## src/rtl/periph_rd_mux_pkg.sv

```systemverilog
// Shared definitions for the peripheral read-return path: FSM encodings,
// the word returned on failed reads, and the decoder's channel map.
package periph_rd_mux_pkg;

    typedef enum logic [1:0] {
        ST_IDLE = 2'd0,
        ST_WAIT = 2'd1,
        ST_ERR  = 2'd2
    } state_e;

    // Recognisable filler so a core reading a dead or illegal address sees a pattern.
    localparam logic [31:0] DEFAULT_RDATA = 32'h66666666;

    localparam int CH_RAM   = 0;
    localparam int CH_UART  = 1;
    localparam int CH_GPIO  = 2;
    localparam int CH_MULT  = 3;
    localparam int CH_DIV   = 4;
    localparam int CH_BCD   = 5;
    localparam int CH_DPRAM = 6;

endpackage

```

## src/rtl/periph_rd_mux_onehot_enc.sv

```systemverilog
// One-hot to binary index encoder with a legality flag; shared with the
// address decoder checks.
module periph_rd_mux_onehot_enc #(
    parameter int N  = 8,
    parameter int IW = (N > 1) ? $clog2(N) : 1
) (
    input  logic [N-1:0]  onehot_i,
    output logic [IW-1:0] idx_o,
    output logic          is_onehot_o
);

    // OR-reduction: each set bit contributes its own index; exact only when one-hot.
    always_comb begin
        idx_o = '0;
        for (int i = 0; i < N; i++) begin
            if (onehot_i[i]) begin
                idx_o = idx_o | IW'(i);
            end
        end
    end

    assign is_onehot_o = (onehot_i != '0) && ((onehot_i & (onehot_i - N'(1))) == '0);

endmodule

```

## src/rtl/periph_rd_mux.sv

```systemverilog
// Read-return multiplexer between the core read port and NCH peripherals,
// with per-slave wait states, illegal-select detection and a hung-slave timeout.
module periph_rd_mux
    import periph_rd_mux_pkg::*;
#(
    parameter int              NCH          = 8,
    parameter int              DW           = 32,
    parameter int              TIMEOUT      = 15,
    parameter logic [DW-1:0]   DEFAULT_DATA = DEFAULT_RDATA
) (
    input  logic              clk,
    input  logic              resetn,
    input  logic              rd_req,
    input  logic [NCH-1:0]    cs,
    input  logic [NCH*DW-1:0] slv_rdata,
    input  logic [NCH-1:0]    slv_ready,
    output logic [DW-1:0]     mem_rdata,
    output logic              mem_rbusy,
    output logic              err_flag,
    output logic              err_timeout,
    output logic [NCH-1:0]    err_cs,
    input  logic              err_clr,
    output logic [1:0]        dbg_state_o
);

    localparam int IW = (NCH > 1) ? $clog2(NCH) : 1;
    localparam int CW = $clog2(TIMEOUT + 1);

    state_e          state_q;
    logic [NCH-1:0]  cs_q;
    logic [CW-1:0]   cnt_q;
    logic [DW-1:0]   rdata_q;
    logic            err_flag_q;
    logic            err_timeout_q;
    logic [NCH-1:0]  err_cs_q;

    logic [NCH-1:0]  enc_in;
    logic [IW-1:0]   sel_idx;
    logic            enc_onehot;
    logic [DW-1:0]   sel_rdata;
    logic            sel_ready;

    // Legality is only judged on the incoming cs in IDLE; afterwards the
    // encoder indexes the captured cs_q, so one encoder serves both roles.
    assign enc_in = (state_q == ST_IDLE) ? cs : cs_q;

    periph_rd_mux_onehot_enc #(
        .N  (NCH),
        .IW (IW)
    ) u_enc (
        .onehot_i    (enc_in),
        .idx_o       (sel_idx),
        .is_onehot_o (enc_onehot)
    );

    assign sel_rdata = slv_rdata[sel_idx*DW +: DW];
    assign sel_ready = slv_ready[sel_idx];

    always_ff @(posedge clk or negedge resetn) begin
        if (!resetn) begin
            state_q       <= ST_IDLE;
            cs_q          <= '0;
            cnt_q         <= '0;
            rdata_q       <= '0;
            err_flag_q    <= 1'b0;
            err_timeout_q <= 1'b0;
            err_cs_q      <= '0;
        end else begin
            // Clear first so an error captured in the same cycle overrides it.
            if (err_clr) begin
                err_flag_q    <= 1'b0;
                err_timeout_q <= 1'b0;
                err_cs_q      <= '0;
            end
            case (state_q)
                ST_IDLE: begin
                    if (rd_req) begin
                        cs_q  <= cs;
                        cnt_q <= '0;
                        state_q <= enc_onehot ? ST_WAIT : ST_ERR;
                    end
                end
                ST_WAIT: begin
                    if (sel_ready) begin
                        rdata_q <= sel_rdata;
                        state_q <= ST_IDLE;
                    end else if (cnt_q == CW'(TIMEOUT - 1)) begin
                        rdata_q       <= DEFAULT_DATA;
                        err_flag_q    <= 1'b1;
                        err_timeout_q <= 1'b1;
                        err_cs_q      <= cs_q;
                        state_q       <= ST_IDLE;
                    end else begin
                        cnt_q <= cnt_q + CW'(1);
                    end
                end
                ST_ERR: begin
                    rdata_q       <= DEFAULT_DATA;
                    err_flag_q    <= 1'b1;
                    err_timeout_q <= 1'b0;
                    err_cs_q      <= cs_q;
                    state_q       <= ST_IDLE;
                end
                default: begin
                    state_q <= ST_IDLE;
                end
            endcase
        end
    end

    assign mem_rbusy   = (state_q == ST_WAIT) || (state_q == ST_ERR);
    assign mem_rdata   = rdata_q;
    assign err_flag    = err_flag_q;
    assign err_timeout = err_timeout_q;
    assign err_cs      = err_cs_q;
    assign dbg_state_o = state_q;

endmodule

```

## config.mk

```make
export PLATFORM = sky130hd
export DESIGN_NAME = periph_rd_mux
export DESIGN_NICKNAME = d
export VERILOG_FILES = /design/src/rtl/periph_rd_mux_pkg.sv /design/src/rtl/periph_rd_mux_onehot_enc.sv /design/src/rtl/periph_rd_mux.sv
export SDC_FILE = /design/constraint.sdc
export NUM_CORES = 1
export LEC_CHECK = 0
export BUFFER_PORTS_ARGS = -buffer_cell sky130_fd_sc_hd__buf_2
export CORE_AREA = 5 5 122 124
export DETAILED_ROUTE_END_ITERATION = 6
export DIE_AREA = 0 0 127 129
export GPL_ROUTABILITY_DRIVEN = 0
export PLACE_DENSITY = 0.7
export SETUP_SLACK_MARGIN = 0.15
export SLEW_MARGIN = 0
export SYNTH_ARGS = -nofsm -noshare
export SYNTH_HDL_FRONTEND = slang
export SYNTH_SLANG_ARGS = --single-unit
```

## constraint.sdc

```tcl
create_clock -name clk -period 3.8 [get_ports clk]
set_clock_uncertainty 0.05 [all_clocks]
set_input_delay 0 -clock clk [delete_from_list [all_inputs] [get_ports clk]]
set_output_delay 0 -clock clk [all_outputs]
set_load 0.05 [all_outputs]
```

# Word-level counts from Yosys, hierarchy flattened
# Index checks and enable logic that the tools add are counted.
# classes
div	0
eq_ne	7
n_mul	0
order_cmp	1
add_sub_neg	2
reduce_logical	11
shifts	1
mux	34
n_bitwise	1
# op_table
cell	count
variable part select 256 x 9 -> 32 bit	1
two-way mux 32 bit	2
case mux 32 bit (2 select lines)	1
two-way mux 8 bit	4
case mux 8 bit (2 select lines)	1
two-way mux 2 bit	6
two-way mux 3 bit	4
two-way mux 4 bit	3
bitwise AND 8 bit	1
zero test 8 bit	1
two-way mux 1 bit	8
case mux 4 bit (2 select lines)	1
nonzero test 8 bit	1
subtractor 8 x 1 -> 8 bit (second input constant)	1
inequality test 2 bit (second input constant)	3
AND reduction 2 bit	3
adder 4 x 1 -> 4 bit (second input constant)	1
equality test 4 bit (second input constant)	1
< comparator 3 x 4 -> 1 bit (second input constant)	1
case mux 1 bit (2 select lines)	2
case mux 2 bit (2 select lines)	1
AND reduction 4 bit	1
nonzero test 2 bit	2
binary-select mux 1 bit (select 3 bit)	1
other kinds (6)	6
# totals
output_inout_bits	45
in_bits	276
n_memories	0
latchBits	0
rom_bits	0
ramBits	0
reg_bits	56
elab_cells	64

# Longest topological paths before layout
# Gate-level depths: netlist of run 1.
# depth
depth_word	13
depth_mapped	13

# Cells and area by module
# A second synthesis of run 1 with hierarchy kept.
# unflattened
cells_unflattened	386
area_unflattened_um2	4888.4
# by_module_without_submodules
mod	instances	area_each_um2	cells_per_inst
periph_rd_mux	1	4770.8	372
periph_rd_mux_onehot_enc	1	117.6	14

# Least setup slack after synthesis of run 1
# No wires, ideal clock.
# synth_timing
path_type	flip-flop to flip-flop
start	register state_q[0] (netlist: dbg_state_o[0])
end	register rdata_q[12] (netlist: mem_rdata[12])
required_ns	3.672
slack_ns	0.723
arrival_ns	2.949
path_stages_with_launch	13
path_buffers	3
setup_time_ns	0.078
path_cell_list	dfrtp_1 inv_1 ha_1 buf_4 nor3b_2 a22o_1 buf_4 a21oi_1 a221oi_2 a31oi_2 a31o_2 buf_1 o2bb2ai_1
# synth_via
elab_chain_len	13
# synth_rtl
item	line_no	rtl
start: declaration	periph_rd_mux.sv:29	state_e state_q;
start signal: assignment	periph_rd_mux.sv:80	state_q <= enc_onehot ? ST_WAIT : ST_ERR;
parallel branches: the longest is 13 deep, another holds variable part select 256 x 9 -> 32 bit	-	
end signal: assignment	periph_rd_mux.sv:85	rdata_q <= sel_rdata;
end: declaration	periph_rd_mux.sv:32	logic [DW-1:0] rdata_q;
# Parallel ways; which one is timed is not known. The select of a mux whose other input is x is not followed.
# A chain may end at the register's enable or synchronous reset.

# Worst setup path in the final report of run 1
# layout_timing
start	register state_q[0] (netlist: dbg_state_o[0])
end	register err_cs_q[3] (netlist: err_cs[3])
# layout_via
elab_chain_len	13
# layout_rtl
item	line_no	rtl
zero test 2 bit	periph_rd_mux.sv:45	assign enc_in = (state_q == ST_IDLE) ? cs : cs_q;
two-way mux 8 bit	periph_rd_mux.sv:45	
two-way mux 1 bit	periph_rd_mux_onehot_enc.sv:16	if (onehot_i[i]) begin
two-way mux 2 bit (2 in series)	periph_rd_mux_onehot_enc.sv:16	
two-way mux 3 bit (4 in series)	periph_rd_mux_onehot_enc.sv:16	
binary-select mux 1 bit (select 3 bit)	periph_rd_mux.sv:57	assign sel_ready = slv_ready[sel_idx];
two-way mux 1 bit (not written as such)	periph_rd_mux.sv:57	
two-way mux 8 bit	periph_rd_mux.sv:84	if (sel_ready) begin
case mux 8 bit (2 select lines) *	periph_rd_mux.sv:75	case (state_q)
end signal: assignment	periph_rd_mux.sv:91	err_cs_q <= cs_q;
end signal: assignment	periph_rd_mux.sv:101	err_cs_q <= cs_q;
end: declaration	periph_rd_mux.sv:35	logic [NCH-1:0] err_cs_q;
# Every way passes the cells marked *; elsewhere a longest branch is shown, timed or not. The select of a mux whose other input is x is not followed.

==> results of run 1 <==
-- registers in the layout, indices dropped and copies added (netlist names) --
name	cells
mem_rdata	32
dbg_state_o	2
cs_q	8
err_flag	1
cnt_q	4
err_timeout	1
err_cs	8
-- repair_timing --
item / in CTS / in global routing
hold buffers: 10 / 0
buffers inserted: 0 / 0
hold endpoints to repair: 65 / 0
-- synthesized netlist by cell type, types with 2 or more instances --
master | n | area share [%]
buf_4 | 3 | 0.47
a21oi_1 | 10 | 1.0
ha_1 | 5 | 1.3
mux2_2 | 9 | 2.1
a31oi_2 | 2 | 0.52
o22ai_1 | 3 | 0.39
buf_2 | 4 | 0.42
nor2_1 | 15 | 1.2
a32o_1 | 7 | 1.5
nand2_1 | 275 | 21
nor2b_1 | 3 | 0.39
a31oi_1 | 34 | 4.4
a211o_1 | 2 | 0.36
mux2i_1 | 3 | 0.62
a2bb2oi_1 | 16 | 2.9
and3_1 | 35 | 4.6
nand3_1 | 70 | 7.3
a41o_1 | 3 | 0.62
nor3_2 | 2 | 0.42
a22o_1 | 2 | 0.36
o2bb2ai_1 | 16 | 2.9
a22oi_1 | 2 | 0.31
a311oi_1 | 33 | 6.0
nor3_1 | 3 | 0.31
dfrtp_1 | 56 | 29
clkbuf_1 | 45 | 3.5
inv_1 | 6 | 0.47
nand2b_1 | 2 | 0.26
a32oi_1 | 2 | 0.36
a31o_2 | 3 | 0.55
buf_1 | 7 | 0.55
o21ai_0 | 7 | 0.73
-- cells by family (layout without fill, tap and decap cells) --
family / after synthesis / in the layout
DFF: 56 / 56
muxes: 12 / 12
xor gates and xnor gates: 1 / 1
and+or+nand+nor: 409 / 409
adders and majority gates: 5 / 5
other: 0 / 1
AOI/OAI and AO/OA: 149 / 149
buffers and inverters: 66 / 362
-- metrics by stage --
stage / power [mW] / cell area [um2] / setup slack [ns] / util [%] / std cells
floorplan: 1.92 / 4810 / 0.723 / - / 698
global placement: 2.44 / 6570 / 1.02 / 48.0 / 1157
detailed placement: 2.44 / 6570 / 0.923 / 48.0 / 1157
CTS: 3.05 / 6850 / 0.883 / 50.1 / 1174
global route: 3.24 / 6850 / 0.584 / 50.2 / 1175
finish: 3.06 / 6850 / 0.862 / 50.2 / 1175
-- per-layer routing --
metal | vias up | track usage [%]
met2 | 373 | 37.9
li1 | 3084 | -
met4 | 0 | 5.05
met1 | 3024 | 36.6
met5 | - | 0
met3 | 29 | 3.99
-- path summary, 6_finish.rpt --
check | start | to | slack, ns | cells after the start
max in group asynchronous | resetn | mem_rdata[2] | 2.90 | 3
worst max register to register | dbg_state_o[0] | err_cs[3] | 0.86 | 10
min in group asynchronous | resetn | err_cs[3] | 0.33 | 3
worst min register to register | mem_rdata[31] | mem_rdata[31] | 0.44 | 1
worst min-delay path | err_clr | err_flag | 0.02 | 4
worst max-delay path | dbg_state_o[0] | err_cs[3] | 0.86 | 10
-- layout make-up --
type	count	share of cell area [%]
Multi-Input combinational cell	576	46.1
Timing Repair Buffer	349	27.1
Sequential cell	56	20.4
Tap cell	180	3.29
Clock buffer	5	1.83
Clock inverter	2	0.876
Inverter	6	0.329
Antenna cell	1	0.0365
-- worst min-delay path: stages --
cell and delay (ns):
buf_2 0.11, nor2b_1 0.06, nor2_1 0.09, a21oi_1 0.07
-- power breakdown --
group | internal (mW) | leakage, nW | switching [mW]
registers | 0.681 | 0.675 | 0.0894
logic | 0.630 | 2.72 | 1.07
clock network | 0.374 | 0.0899 | 0.209
==> results by group, run 1 <==
Outcome
  – Outcome: complete, no violations

Finish
  – Commonest non-fill, non-tap cell in the layout: buf_2
  – Post-layout net count: 1275
  – Footprint of the multi-input gates: 3160 um2
  – Syn-to-layout area delta: 42.5%
  – Commonest cells after routing, fill and taps aside: buf_2 (320), nand2_1 (275), nand3_1 (70)
  – Fill cells: 1380
  – Register area: 1400 um2
  – Layout cell share with drive strength beyond 1: 37.1%

Synthesis
  – Register area share after synthesis: 29.1%
  – Unique masters post-synth: 45
  – Post-synth EDFFs: 0
  – Synth Area in Adders: 1.30%
  – Number of synthesized register bits: 56
  – Xor/xnor share of the synthesized area: 0.182%
  – Asr flop ratio synth: 100%
  – Avg Inst Size Synth: 6.89 um2
  – Simple-gate share of the synthesized area: 36.6%
  – Post-synth top flop: dfrtp_1
  – Synth Warn #: 0
  – Synth Area in Compound Gates: 24.4%
  – Synth Instances: 698
  – Synthesized area: 4810 um2
  – Post-synthesis mux area share: 2.73%
  – Largest family of logic cells by synthesized area: simple AND/OR/NAND/NOR gates
  – Net Count, Synth: 979

Worst setup path
  – Top cell family by delay on the critical path: compound AO/OA/AOI/OAI gates
  – Required time worst endpoint: 3.98 ns
  – Critical path, cell by cell: inv_1 -> ha_1 -> buf_4 -> mux2i_1 -> nand4b_1 -> a221oi_2 -> a31oi_2 -> buf_4 -> o31ai_2 -> a32o_1
  – Max incr delay on CP: 0.47 ns
  – CP Launch Type: flop
  – Most used cell, CP: buf_4
  – CP Buf/Inv Count: 3
  – Crit path DAT: 3.11 ns
  – Critical path class: flop to flop
  – Crit-path slowest cell: o31ai_2
  – Crit end category: flop
  – Critical path peak fanout: 17

Clocking
  – Worst skew pair latency: 0.29 ns
  – Clock-pin slew on the worst setup and hold paths: 0.07 ns
  – Clock tree buffer depth: 2
  – Clk root buf: clkbuf_16
  – H-tree depth: 2
  – Post-CTS Resized: 0
  – CTS Buf Count: 5
  – CTS Sinks: 56
  – CTS tree: yes

Global route
  – Vias in the first global route: 5758
  – Total gr overflow: 0
  – Largest net degree at the start of global routing: 57
  – Initial antenna violation count: 1
  – First-pass GRT wire length: 32400 um
  – Gr usage total: 24.7%

Pwr
  – Maximum vdd drop: 499 uV
  – PD cells: 446 nW/um2
  – P_leak: 3.48 nW

Detailed routing
  – WL per Instance: 18.6 um
  – Routed WL: 21900 um
  – DR WL met3: 2290 um
  – Vias: 6510
  – Met1 wire length: 9240 um
  – Via density per instance: 5.54
  – Initial detailed-routing violation count: 716
  – Pre-antenna DRT Iters: 5
  – DRC viols: 0
  – Highest Signal Layer: met4
  – Post-DRT Antenna Nets: 0
  – Met2 wire length: 9960 um

STA
  – Slew Limit Fails: 0
  – Worst Tran Pin Value: 0.715 ns
  – RSZ-0062 raised after global routing: false
  – Setup tns final: 0 ns
  – Final Critical Period: 2.94 ns
  – Post-route clock period utilization: 77.3%
  – Max-slew headroom: 52.3%
  – Max Clk Rate: 340 MHz
  – Final Setup Violations: 0
  – Final hold slack: 0.0243 ns
  – Final Hold Viols: 0

Flow run
  – MaxCap Viol Count: 0

Placement
  – I/O Buffers: 320
  – Hpwl dp: 16900 um

Die
  – Core Region: 13700 um2
  – Initial Util: 35.2%
  – Num ports: 321
  – Die area: 16400 um2
  – Die Height: 129 um
  – Die X: 127 um
  – Core Rows: 43

Worst hold path
  – Hold Path Class: input port to flop
No activity file was read; power rests on OpenSTA's default activity.
==> run 2, diff against run 1 <==
==> constraint.sdc (replaced) <==
create_clock -name clk -period 2.9 [get_ports clk]
set_clock_uncertainty 0.05 [all_clocks]
set_input_delay 0 -clock clk [delete_from_list [all_inputs] [get_ports clk]]
set_output_delay 0 -clock clk [all_outputs]
set_load 0.05 [all_outputs]
==> run 2 against run 1 <==
Worst setup slack got worse by 0.60 ns. First-iteration DRC count decreased by 11%. Core utilization increased by 1.9 points. Sequential share of layout area decreased by 0.72 points. Count of clock-buffer cells in the layout increased by 1. Final cell count increased by 1.4%. Global-route usage decreased by 0.20 points. Die area unchanged. Wire length increased by 0.27%. Critical path depth increased by 2. Combinational power increased by 43%. Power increased by 36%. Critical path type unchanged. Highest routed layer unchanged.
==> results by group, run 2 (synthesis gave the netlist of run 1 again) <==
Outcome
  – Outcome: complete, no violations

Detailed routing
  – DRC viols: 0 (unchanged)
  – Pre-antenna DRT Iters: 5 (unchanged)
  – DR WL met3: 2050 um (-10%)
  – Met2 wire length: 10200 um (+2.4%)
  – Met1 wire length: 9230 um (-0.11%)
  – Via density per instance: 5.49 (-0.98%)
  – Post-DRT Antenna Nets: 0 (unchanged)
  – Initial detailed-routing violation count: 636 (-11%)
  – Highest Signal Layer: met4
  – Vias: 6534 (+0.37%)
  – WL per Instance: 18.4 um (-1.1%)
  – Routed WL: 21900 um (+0.27%)

Clocking
  – Clk root buf: clkbuf_16
  – Clock-pin slew on the worst setup and hold paths: 0.07 ns (about the same)
  – Worst skew pair latency: 0.29 ns (about the same)
  – Clock tree buffer depth: 2 (unchanged)
  – CTS Sinks: 56 (unchanged)
  – CTS tree: yes
  – CTS Buf Count: 5 (unchanged)
  – H-tree depth: 2 (unchanged)

Worst setup path
  – Crit-path slowest cell: dfrtp_2
  – Reg2reg start: dbg_state_o[0]
  – Critical path peak fanout: 24 (+7)
  – Crit path DAT: 2.77 ns (-0.34 ns)
  – Top cell family by delay on the critical path: compound AO/OA/AOI/OAI gates
  – Required time worst endpoint: 3.03 ns (-0.95 ns)
  – CP Launch Type: flop
  – Crit end category: flop
  – RR Endpoint: dbg_state_o[1]
  – R2R Setup Slk: 0.26 ns (-0.60 ns)
  – Critical path, cell by cell: inv_2 -> ha_4 -> nor3b_4 -> a22oi_2 -> buf_6 -> buf_12 -> nand2_1 -> nand3_2 -> a31oi_4 -> buf_8 -> a311oi_1 -> a211o_1
  – Critical path class: flop to flop
  – CP Buf/Inv Count: 4 (+1)
  – R2r worst-path depth: 12 (+2)
  – Max incr delay on CP: 0.44 ns (-0.03 ns)

STA
  – RSZ-0062 raised after global routing: true
  – Final hold slack: 0.0306 ns (+0.00628 ns)
  – Post-route clock period utilization: 91.0% (+14 points)
  – Final Critical Period: 2.64 ns (-0.300 ns)
  – Max-slew headroom: 59.1% (+6.8 points)
  – Max Clk Rate: 379 MHz (+11%)
  – Final Hold Viols: 0 (unchanged)
  – Worst Tran Pin Value: 0.613 ns (-0.102 ns)
  – Final Setup Violations: 0 (unchanged)
  – Slew Limit Fails: 0 (unchanged)

Placement
  – Hpwl dp: 16800 um (-0.84%)
  – Area post-placement: 6640 um2 (+1.1%)
  – I/O Buffers: 320 (unchanged)

Global route
  – Initial antenna violation count: 2 (+1)
  – Largest net degree at the start of global routing: 56 (-1.8%)
  – Vias in the first global route: 5815 (+0.99%)
  – Total gr overflow: 0 (unchanged)
  – Gr usage total: 24.4% (-0.20 points)
  – First-pass GRT wire length: 31900 um (-1.3%)

Finish
  – Largest register FFs: 32 (unchanged)
  – Post-layout net count: 1288 (+1.0%)
  – Commonest cells after routing, fill and taps aside: buf_2 (320), nand2_1 (275), nand3_1 (68)
  – Final Cell Area: 7120 um2 (+3.8%)
  – Syn-to-layout area delta: 47.9%
  – Commonest non-fill, non-tap cell in the layout: buf_2
  – Layout cell share with drive strength beyond 1: 38.9% (+1.8 points)

Worst hold path
  – Hold Path Class: input port to flop
  – Hold path start: err_clr
  – Hold depth: 4 (unchanged)
  – Worst Hold End: err_flag

Die
  – Die X: 127 um (unchanged)
  – Num ports: 321 (unchanged)
  – Core Region: 13700 um2 (unchanged)
  – Initial Util: 35.2% (unchanged)
  – Core Rows: 43 (unchanged)
  – Die area: 16400 um2 (unchanged)
  – Die Height: 129 um (unchanged)

Pwr
  – Maximum vdd drop: 575 uV (+15%)
  – P_leak: 3.59 nW (+3.1%)
  – PD cells: 584 nW/um2 (+31%)

Flow run
  – MaxCap Viol Count: 0 (unchanged)
run 2: cell count changes in the layout (fill, tap and decap cells not counted), sizes merged:
cell | before | now
buf | 339 | 349
bufinv | 2 | 1
clkbuf | 5 | 9
clkinv | 0 | 1
diode | 1 | 3
run 2: through the flow:
step | utilization [%] | power (mW) | worst slack, ns | TNS [ns] | instances
2_1_floorplan | - | 2.56 | 0.151 | 0 | 698
3_3_place_gp | 48.6 | 3.25 | 0.0698 | 0 | 1157
3_5_place_dp | 48.6 | 3.26 | -0.0129 | -0.0273 | 1157
4_1_cts | 50.9 | 4.02 | 0.173 | 0 | 1177
5_1_grt | 52.1 | 4.43 | 0.103 | 0 | 1190
6_report | 52.1 | 4.16 | 0.262 | 0 | 1191
run 2: worst max-delay path by stage:
stage              startpoint        endpoint  slack, ns  cells past startpoint
2_1_floorplan  dbg_state_o[0]   mem_rdata[12]       0.15                     13
3_3_place_gp   dbg_state_o[0]       err_cs[7]       0.07                     10
3_5_place_dp   dbg_state_o[0]       err_cs[3]      -0.01                     10
4_1_cts        dbg_state_o[0]  dbg_state_o[1]       0.17                     11
5_1_grt        dbg_state_o[1]  dbg_state_o[1]       0.10                     12
6_report       dbg_state_o[0]  dbg_state_o[1]       0.26                     12
run 2: metal layers:
layer	up-vias	global-route usage, %
met4	0	6.25
met1	3034	35.2
met2	349	38.5
li1	3114	-
met5	-	0
met3	37	3.74
run 2: worst reg2reg max path: cells and delay by family (launching register included):
kind                       cells  cell delay, ns
buffers and inverters          4            0.56
and+or+nand+nor                3            0.48
adders and majority gates      1            0.18
AOI/OAI and AO/OA              4            0.82
DFF                            1            0.44
run 2: where the power goes:
part,switching (mW),internal [mW]
combinational,1.44,0.985
clock,0.275,0.433
sequential,0.126,0.894
run 2: repair_timing:
item,in CTS,in global routing
pin swaps,0,3
buffers inserted,2,9
gates cloned,0,2
hold endpoints to repair,35,0
setup endpoints to repair,27,48
gates resized for setup,3,9
hold buffers,10,0
run 2: cell type report:
cell class	instances	area [um2]
Clock inverter	2	38.8
Timing Repair Buffer	362	2050
Antenna cell	3	7.51
Inverter	6	22.5
Fill cell	1376	6550
Sequential cell	56	1400
Clock buffer	6	139
Tap cell	180	225
Multi-Input combinational cell	576	3230
